[src/rtl/lfsr_pkg.sv]
// Shared constants and types for the LFSR random word generator.
package lfsr_pkg;

    // Tap mask for a maximal-length 32-bit XNOR LFSR (bits 31, 21, 1, 0).
    localparam logic [31:0] DEFAULT_TAPS = 32'h8020_0003;

    typedef enum logic {
        GEN  = 1'b0,
        HOLD = 1'b1
    } gen_state_e;

    // Counter width able to hold 0..n.
    function automatic int cnt_width(input int n);
        return (n < 2) ? 1 : $clog2(n + 1);
    endfunction

endpackage

[src/rtl/prng_lfsr_gen_if.sv]
// Control and output-stream signals of the LFSR random word generator.
interface prng_lfsr_gen_if #(
    parameter int WIDTH    = 32,
    parameter int OUT_BITS = 8
);
    logic                enable;
    logic                seed_valid;
    logic [WIDTH-1:0]    seed_data;
    logic                out_valid;
    logic                out_ready;
    logic [OUT_BITS-1:0] out_data;
    logic [WIDTH-1:0]    state_out;
    logic                lockup;

    // The generator is the stream source.
    modport master (
        input  enable,
        input  seed_valid,
        input  seed_data,
        input  out_ready,
        output out_valid,
        output out_data,
        output state_out,
        output lockup
    );

    modport slave (
        output enable,
        output seed_valid,
        output seed_data,
        output out_ready,
        input  out_valid,
        input  out_data,
        input  state_out,
        input  lockup
    );
endinterface

[src/rtl/lfsr_core.sv]
// XNOR Fibonacci LFSR state register with seed load and all-ones lock-up escape.
module lfsr_core #(
    parameter int               WIDTH = 32,
    parameter logic [WIDTH-1:0] TAPS  = '1
) (
    input  logic             clock,
    input  logic             reset,
    input  logic             step,
    input  logic             load,
    input  logic [WIDTH-1:0] load_data,
    output logic [WIDTH-1:0] state,
    output logic             lockup
);

    logic [WIDTH-1:0] state_reg;
    logic [WIDTH-1:0] state_next;
    logic [WIDTH-1:0] candidate;
    logic [WIDTH-1:0] tapped;
    logic             feedback;
    logic             lock_hit;
    logic             lockup_reg;

    for (genvar gi = 0; gi < WIDTH; gi++) begin : g_tap
        assign tapped[gi] = TAPS[gi] & state_reg[gi];
    end

    assign feedback = ~(^tapped);

    // All-ones is the XNOR lock-up state: never let it reach the register.
    always_comb begin
        candidate = state_reg;
        if (load) begin
            candidate = load_data;
        end else if (step) begin
            candidate = {state_reg[WIDTH-2:0], feedback};
        end
        lock_hit   = &candidate;
        state_next = lock_hit ? '0 : candidate;
    end

    always_ff @(posedge clock) begin
        if (reset) begin
            state_reg  <= '0;
            lockup_reg <= 1'b0;
        end else begin
            state_reg <= state_next;
            if (lock_hit) begin
                lockup_reg <= 1'b1;
            end
        end
    end

    assign state  = state_reg;
    assign lockup = lockup_reg;

endmodule

[src/rtl/prng_lfsr_gen.sv]
// Packs LFSR output bits into OUT_BITS-wide words and offers them over a valid/ready handshake.
module prng_lfsr_gen
    import lfsr_pkg::*;
#(
    parameter int               WIDTH    = 32,
    parameter logic [WIDTH-1:0] TAPS     = WIDTH'(DEFAULT_TAPS),
    parameter int               OUT_BITS = 8
) (
    input  logic           clock,
    input  logic           reset,
    prng_lfsr_gen_if.master bus
);

    localparam int               CNT_W    = cnt_width(OUT_BITS);
    localparam logic [CNT_W-1:0] LAST_CNT = CNT_W'(OUT_BITS - 1);

    gen_state_e          fsm_reg;
    gen_state_e          fsm_next;
    logic [CNT_W-1:0]    cnt_reg;
    logic [CNT_W-1:0]    cnt_next;
    logic [OUT_BITS-1:0] word_reg;
    logic [OUT_BITS-1:0] word_next;
    logic [OUT_BITS-1:0] word_shifted;
    logic                core_step;
    logic                core_load;
    logic [WIDTH-1:0]    core_state;
    logic                core_lockup;
    logic                capture_bit;

    lfsr_core #(
        .WIDTH (WIDTH),
        .TAPS  (TAPS)
    ) u_core (
        .clock     (clock),
        .reset     (reset),
        .step      (core_step),
        .load      (core_load),
        .load_data (bus.seed_data),
        .state     (core_state),
        .lockup    (core_lockup)
    );

    // The bit leaving the register on a step is the pre-step MSB.
    assign capture_bit = core_state[WIDTH-1];

    if (OUT_BITS == 1) begin : g_word_single
        assign word_shifted = capture_bit;
    end else begin : g_word_multi
        assign word_shifted = {word_reg[OUT_BITS-2:0], capture_bit};
    end

    always_comb begin
        fsm_next  = fsm_reg;
        cnt_next  = cnt_reg;
        word_next = word_reg;
        core_step = 1'b0;
        core_load = 1'b0;
        if (bus.seed_valid) begin
            // A seed restarts word assembly and drops whatever was pending.
            core_load = 1'b1;
            fsm_next  = GEN;
            cnt_next  = '0;
            word_next = '0;
        end else begin
            case (fsm_reg)
                GEN: begin
                    if (bus.enable) begin
                        core_step = 1'b1;
                        word_next = word_shifted;
                        cnt_next  = cnt_reg + CNT_W'(1);
                        if (cnt_reg == LAST_CNT) begin
                            fsm_next = HOLD;
                        end
                    end
                end
                HOLD: begin
                    if (bus.out_ready) begin
                        fsm_next = GEN;
                        cnt_next = '0;
                    end
                end
                default: begin
                    fsm_next = GEN;
                    cnt_next = '0;
                end
            endcase
        end
    end

    always_ff @(posedge clock) begin
        if (reset) begin
            fsm_reg  <= GEN;
            cnt_reg  <= '0;
            word_reg <= '0;
        end else begin
            fsm_reg  <= fsm_next;
            cnt_reg  <= cnt_next;
            word_reg <= word_next;
        end
    end

    assign bus.out_valid = (fsm_reg == HOLD);
    assign bus.out_data  = word_reg;
    assign bus.state_out = core_state;
    assign bus.lockup    = core_lockup;

endmodule

[src/flat_wrapper.sv]
// flat-port wrapper written by rule: the top's interface ports become plain ports
module prng_lfsr_gen_flat import lfsr_pkg::*;
#(
    parameter int               WIDTH    = 32,
    parameter logic [WIDTH-1:0] TAPS     = WIDTH'(DEFAULT_TAPS),
    parameter int               OUT_BITS = 8
)
  (clock, reset, bus_enable, bus_seed_valid, bus_seed_data, bus_out_ready, bus_out_valid, bus_out_data, bus_state_out, bus_lockup);
  prng_lfsr_gen_if #(.WIDTH(WIDTH), .OUT_BITS(OUT_BITS)) bus_i ();
  input  logic clock;
  input  logic reset;
  input wire logic [$bits(bus_i.enable)-1:0] bus_enable;
  input wire logic [$bits(bus_i.seed_valid)-1:0] bus_seed_valid;
  input wire logic [$bits(bus_i.seed_data)-1:0] bus_seed_data;
  input wire logic [$bits(bus_i.out_ready)-1:0] bus_out_ready;
  output wire logic [$bits(bus_i.out_valid)-1:0] bus_out_valid;
  output wire logic [$bits(bus_i.out_data)-1:0] bus_out_data;
  output wire logic [$bits(bus_i.state_out)-1:0] bus_state_out;
  output wire logic [$bits(bus_i.lockup)-1:0] bus_lockup;
  assign bus_i.enable = bus_enable;
  assign bus_i.seed_valid = bus_seed_valid;
  assign bus_i.seed_data = bus_seed_data;
  assign bus_i.out_ready = bus_out_ready;
  assign bus_out_valid = bus_i.out_valid;
  assign bus_out_data = bus_i.out_data;
  assign bus_state_out = bus_i.state_out;
  assign bus_lockup = bus_i.lockup;
  prng_lfsr_gen #(.WIDTH(WIDTH), .TAPS(TAPS), .OUT_BITS(OUT_BITS)) u_core (.clock(clock), .reset(reset), .bus(bus_i));
endmodule
[config.mk]
export PLATFORM = sky130hd
export DESIGN_NAME = prng_lfsr_gen_flat
export DESIGN_NICKNAME = d
export VERILOG_FILES = /design/src/rtl/lfsr_pkg.sv /design/src/rtl/prng_lfsr_gen_if.sv /design/src/rtl/lfsr_core.sv /design/src/rtl/prng_lfsr_gen.sv /design/src/flat_wrapper.sv
export SDC_FILE = /design/constraint.sdc
export NUM_CORES = 1
export LEC_CHECK = 0
export ABC_AREA = 1
export ABC_CLOCK_PERIOD_IN_PS = 2750
export CORE_ASPECT_RATIO = 0.6
export CORE_MARGIN = 2
export CORE_UTILIZATION = 40
export DETAILED_ROUTE_END_ITERATION = 8
export PLACE_DENSITY = 0.74
export RECOVER_POWER = 100
export SKIP_CTS_REPAIR_TIMING = 1
export SYNTH_ARGS = -nofsm -noshare
export SYNTH_HDL_FRONTEND = slang
export SYNTH_SLANG_ARGS = --single-unit
export TNS_END_PERCENT = 30
[constraint.sdc]
create_clock -name clock -period 2.75 [get_ports clock]
set_input_delay 0.55 -clock clock [delete_from_list [all_inputs] [get_ports clock]]
set_output_delay 0.55 -clock clock [all_outputs]
set_load 0.005 [all_outputs]
==> out/metrics.csv <==
stage,metric,value,unit
outcome,run status,"complete, no violations",
global_route,largest net degree at the start of global routing,38,
synthesis,sequential element share of the synthesized area,39.5,%
cts,CTS tree,done,
synthesis,count of different cell masters after synthesis,25,
power,Net Sw Power,420,uW
worst_setup_path,"Data arrival, critical path",2720,ps
synthesis,combined area of all synthesized cells,2330,sq um
die,full die area,6470,sq um
placed_design,placer congestion estimate,0.843,
power,combinational share of power,21.1,%
final_layout,antenna fix cells,0,
hold_path,Hold Path Stages,2,
global_route,antenna violations before repair,0,
final_layout,area growth from synthesis to layout,42.3,%
worst_setup_path,peak per-stage delay on the critical path,540,ps
routing,vias per std cell,4.94,
worst_setup_path,cell type with the highest occurrence count on the critical path,sky130_fd_sc_hd__nor2_1,
cts,clk root buf,sky130_fd_sc_hd__clkbuf_8,
worst_setup_path,category of the most critical setup path,primary input to flip-flop,
sta,transition time at the pin with the least slew margin,499,ps
global_route,first-pass GRT wire length,10700,um
sta,FMAX,405,MHz
power,sequential share of power,49.2,%
final_layout,final core utilization,59.2,%
cts,total clock buffers created by CTS,5,
synthesis,share of Yosys cell area claimed by the top area cell type,39.5,%
routing,drt first pass iters,4,
synthesis,average instance area after synthesis,6.65,sq um
cts,Worst-path clk slew,90,ps
global_route,GR Overflow Total,0,
routing,Initial DRC Count,134,
power,cell internal pwr,1080,uW
global_route,gr usage total,20.8,%
worst_setup_path,slack of the worst reg-to-reg path,710,ps
worst_setup_path,required time of the worst setup path,2990,ps
power,standby leakage power,0.00147,uW
worst_setup_path,origin of the worst setup path,bus_enable,
worst_setup_path,startpoint type of the worst setup path,primary input,
flow_run,number of maximum-capacitance constraint violations,0,
power,switching part of the total,28.0,%
worst_setup_path,Register-to-Register Path Depth,10,
sta,post-route worst setup slack,278,ps
final_layout,max FFs per register,32,
hold_path,Worst Hold Class,flip-flop to flip-flop,
die,core region area,5600,sq um
worst_setup_path,Crit Reg-Reg Startpoint,u_core.bus.out_valid$_SDFF_PP0_,
final_layout,share of final-layout standard cells stronger than drive strength 1,12.3,%
routing,number of remaining DRC errors,0,
synthesis,synth top area cells,"sky130_fd_sc_hd__dfxtp_1, sky130_fd_sc_hd__nand2_1, sky130_fd_sc_hd__nand3_1, sky130_fd_sc_hd__nor2_1, sky130_fd_sc_hd__or2_2",
sta,total setup violations reported at the end of the flow,0,
sta,minimum clock period,2470,ps
synthesis,Synth Instances,350,
die,starting utilization of the core area,41.6,%
routing,remaining number of nets flagged by the antenna check after routing,0,
hold_path,endpoint of the worst hold path,u_core.bus.out_data[7]$_SDFFE_PP0N_,
final_layout,number of filler cells placed in the layout,548,
worst_setup_path,buffer and inverter count on the worst path,5,
power,clock group share of total power,29.6,%
worst_setup_path,worst path cell trace,clkdlybuf4s50_1 -> inv_2 -> nor2_1 -> buf_4 -> buf_4 -> nand3_1 -> a21boi_0 -> nor2_1 -> nand3_1 -> o21bai_4 -> clkbuf_2 -> nor2_1,
sta,Final Hold Fails,0,
global_route,number of global-route vias before repair,2236,
synthesis,total nets after synthesis,388,
sta,fin crit share,89.9,%
sta,number of max-slew violations in the final report,0,
final_layout,area taken by flip-flops and latches,921,sq um
routing,number of vias after detailed routing,2526,
cts,maximum level of the CTS H-tree,2,
die,Placement Rows,21,
final_layout,fin nets,468,
synthesis,#FFs+latches synth,46,
synthesis,count of synthesis-stage warnings from yosys,0,
final_layout,multi-input combinational cell area,1240,sq um
worst_setup_path,capture instance of the worst register-to-register path,u_core.u_core.state[0]$_SDFF_PP0_,
sta,Setup TNS,0,ps
sta,relative slew slack,66.6,%
sta,Layout Skew,12.6,ps
routing,WL per Instance,13.0,um
worst_setup_path,"slowest stage cell, crit path",sky130_fd_sc_hd__clkdlybuf4s50_1,
power,maximum VDD drop,0.000232,V
cts,sink count of the clock tree,46,
placed_design,HPWL after detailed placement,4940,um
power,power per standard cell area,453,nW/um^2
routing,wire length after detailed routing,6630,um
synthesis,biggest area consumer among synthesized cells,sky130_fd_sc_hd__dfxtp_1,
die,horizontal die dimension,103,um
cts,Clock Tree Buf Depth,2,
worst_setup_path,Crit path max-delay family,buffers and inverters,
power,total power draw,1500,uW
die,number of top-level pins,79,
placed_design,post-place setup slack,20.8,ps
cts,clock network latency to the later pin of the worst-skew pair,310,ps
die,die extent in y,63.1,um
sta,unrepaired setup endpoints after global routing,false,
worst_setup_path,type of destination of the critical path,flip-flop,
hold_path,hold_sp,u_core.bus.out_data[6]$_SDFFE_PP0N_,
placed_design,number of port buffers,78,
worst_setup_path,largest fanout on the critical path,8,
-- metrics by stage --
step / instances / hold slack, ps / area [sq um]
global placement: 503 / 459 / 3220
detailed placement: 503 / 468 / 3220
floorplan: 350 / 454 / 2330
global route: 511 / 507 / 3310
finish: 511 / 477 / 3310
CTS: 511 / 479 / 3320
-- cells in the mapped netlist --
master / count
sky130_fd_sc_hd__dfxtp_1: 46
sky130_fd_sc_hd__buf_6: 3
sky130_fd_sc_hd__inv_2: 3
sky130_fd_sc_hd__or2_2: 27
sky130_fd_sc_hd__buf_1: 2
sky130_fd_sc_hd__nand3_1: 58
sky130_fd_sc_hd__nand2_1: 88
sky130_fd_sc_hd__nand4_1: 2
sky130_fd_sc_hd__ha_1: 1
sky130_fd_sc_hd__and3_1: 1
sky130_fd_sc_hd__nand2_2: 1
sky130_fd_sc_hd__buf_2: 8
sky130_fd_sc_hd__a21oi_1: 10
sky130_fd_sc_hd__o211ai_1: 1
sky130_fd_sc_hd__o21ai_1: 1
sky130_fd_sc_hd__clkbuf_1: 3
sky130_fd_sc_hd__inv_1: 11
sky130_fd_sc_hd__a21boi_0: 1
sky130_fd_sc_hd__o21bai_4: 1
sky130_fd_sc_hd__nor2_1: 61
sky130_fd_sc_hd__nor2_2: 1
sky130_fd_sc_hd__buf_4: 3
sky130_fd_sc_hd__o21ai_0: 13
sky130_fd_sc_hd__nor3_1: 3
sky130_fd_sc_hd__xor2_1: 1
-- power by group through the flow --
stage	combinational [uW]	clock, uW	sequential, uW
detailed placement	331	0	755
global placement	326	0	757
CTS	334	454	740
global route	353	479	745
floorplan	162	0	750
finish	317	445	740
-- metal layers --
layer | vias to the layer above | share of wire [%] | track usage, %
li1 | 1282 | - | -
met1 | 1143 | 51 | 33.7
met2 | 96 | 41 | 27.9
met3 | 5 | 7.2 | 3.88
met4 | 0 | 0.72 | 4.33
met5 | - | 0 | 0
-- worst register-to-register path, delay by kind of cell (launching register included) --
kind	cells	cell delay, ps
flip-flops	1	360
AND/OR/NAND/NOR	5	750
AO/OA/AOI/OAI	2	330
buffers and inverters	3	520
-- layout make-up --
| cell class | count | share of cell area (%) |
|---|---|---|
| sequential | 46 | 27.8 |
| inverter | 14 | 1.59 |
| clock inverter | 2 | 0.491 |
| multi-input combinational | 271 | 37.3 |
| clock buffer | 6 | 2.49 |
| tap | 80 | 3.02 |
| timing repair buffer | 92 | 27.3 |
-- layout by cell type, fill, tap and decap left out --
cell and count:
sky130_fd_sc_hd__ha_1 1, sky130_fd_sc_hd__inv_2 3, sky130_fd_sc_hd__inv_6 1, sky130_fd_sc_hd__dlygate4sd3_1 43
sky130_fd_sc_hd__clkinvlp_4 1, sky130_fd_sc_hd__clkdlybuf4s50_1 35, sky130_fd_sc_hd__nor3_1 3, sky130_fd_sc_hd__and3_1 1
sky130_fd_sc_hd__or2_2 27, sky130_fd_sc_hd__clkbuf_1 1, sky130_fd_sc_hd__clkbuf_2 1, sky130_fd_sc_hd__o21bai_4 1
sky130_fd_sc_hd__nand3_1 58, sky130_fd_sc_hd__nand2_2 1, sky130_fd_sc_hd__o21ai_0 13, sky130_fd_sc_hd__a21oi_1 10
sky130_fd_sc_hd__buf_4 10, sky130_fd_sc_hd__o211ai_1 1, sky130_fd_sc_hd__a21boi_0 1, sky130_fd_sc_hd__clkbuf_8 6
sky130_fd_sc_hd__nand4_1 2, sky130_fd_sc_hd__o21ai_1 1, sky130_fd_sc_hd__buf_12 2, sky130_fd_sc_hd__nor2_1 62
sky130_fd_sc_hd__xor2_1 1, sky130_fd_sc_hd__inv_1 11, sky130_fd_sc_hd__dfxtp_1 46, sky130_fd_sc_hd__nand2_1 88
-- how the worst max path moves through the flow --
stage | to | depth (start not counted)
CTS | u_core.u_core.state[13]$_SDFF_PP0_ | 12
floorplan | u_core.u_core.state[0]$_SDFF_PP0_ | 13
finish | u_core.u_core.state[0]$_SDFF_PP0_ | 12
detailed placement | u_core.u_core.state[13]$_SDFF_PP0_ | 12
global placement | u_core.u_core.state[11]$_SDFF_PP0_ | 12
global route | u_core.u_core.state[14]$_SDFF_PP0_ | 12
-- cell families (layout without fill, tap and decap cells) --
logic type / count (synthesis) / count (layout) / synth area share [%]
buf+inv: 33 / 114 / 7.20
compound gates: 27 / 27 / 6.61
flops: 46 / 46 / 39.5
fa+ha+maj: 1 / 1 / 0.537
xor+xnor: 1 / 1 / 0.376
simple gates: 242 / 242 / 45.7
Note: power is estimated with default switching activity, not from simulation.
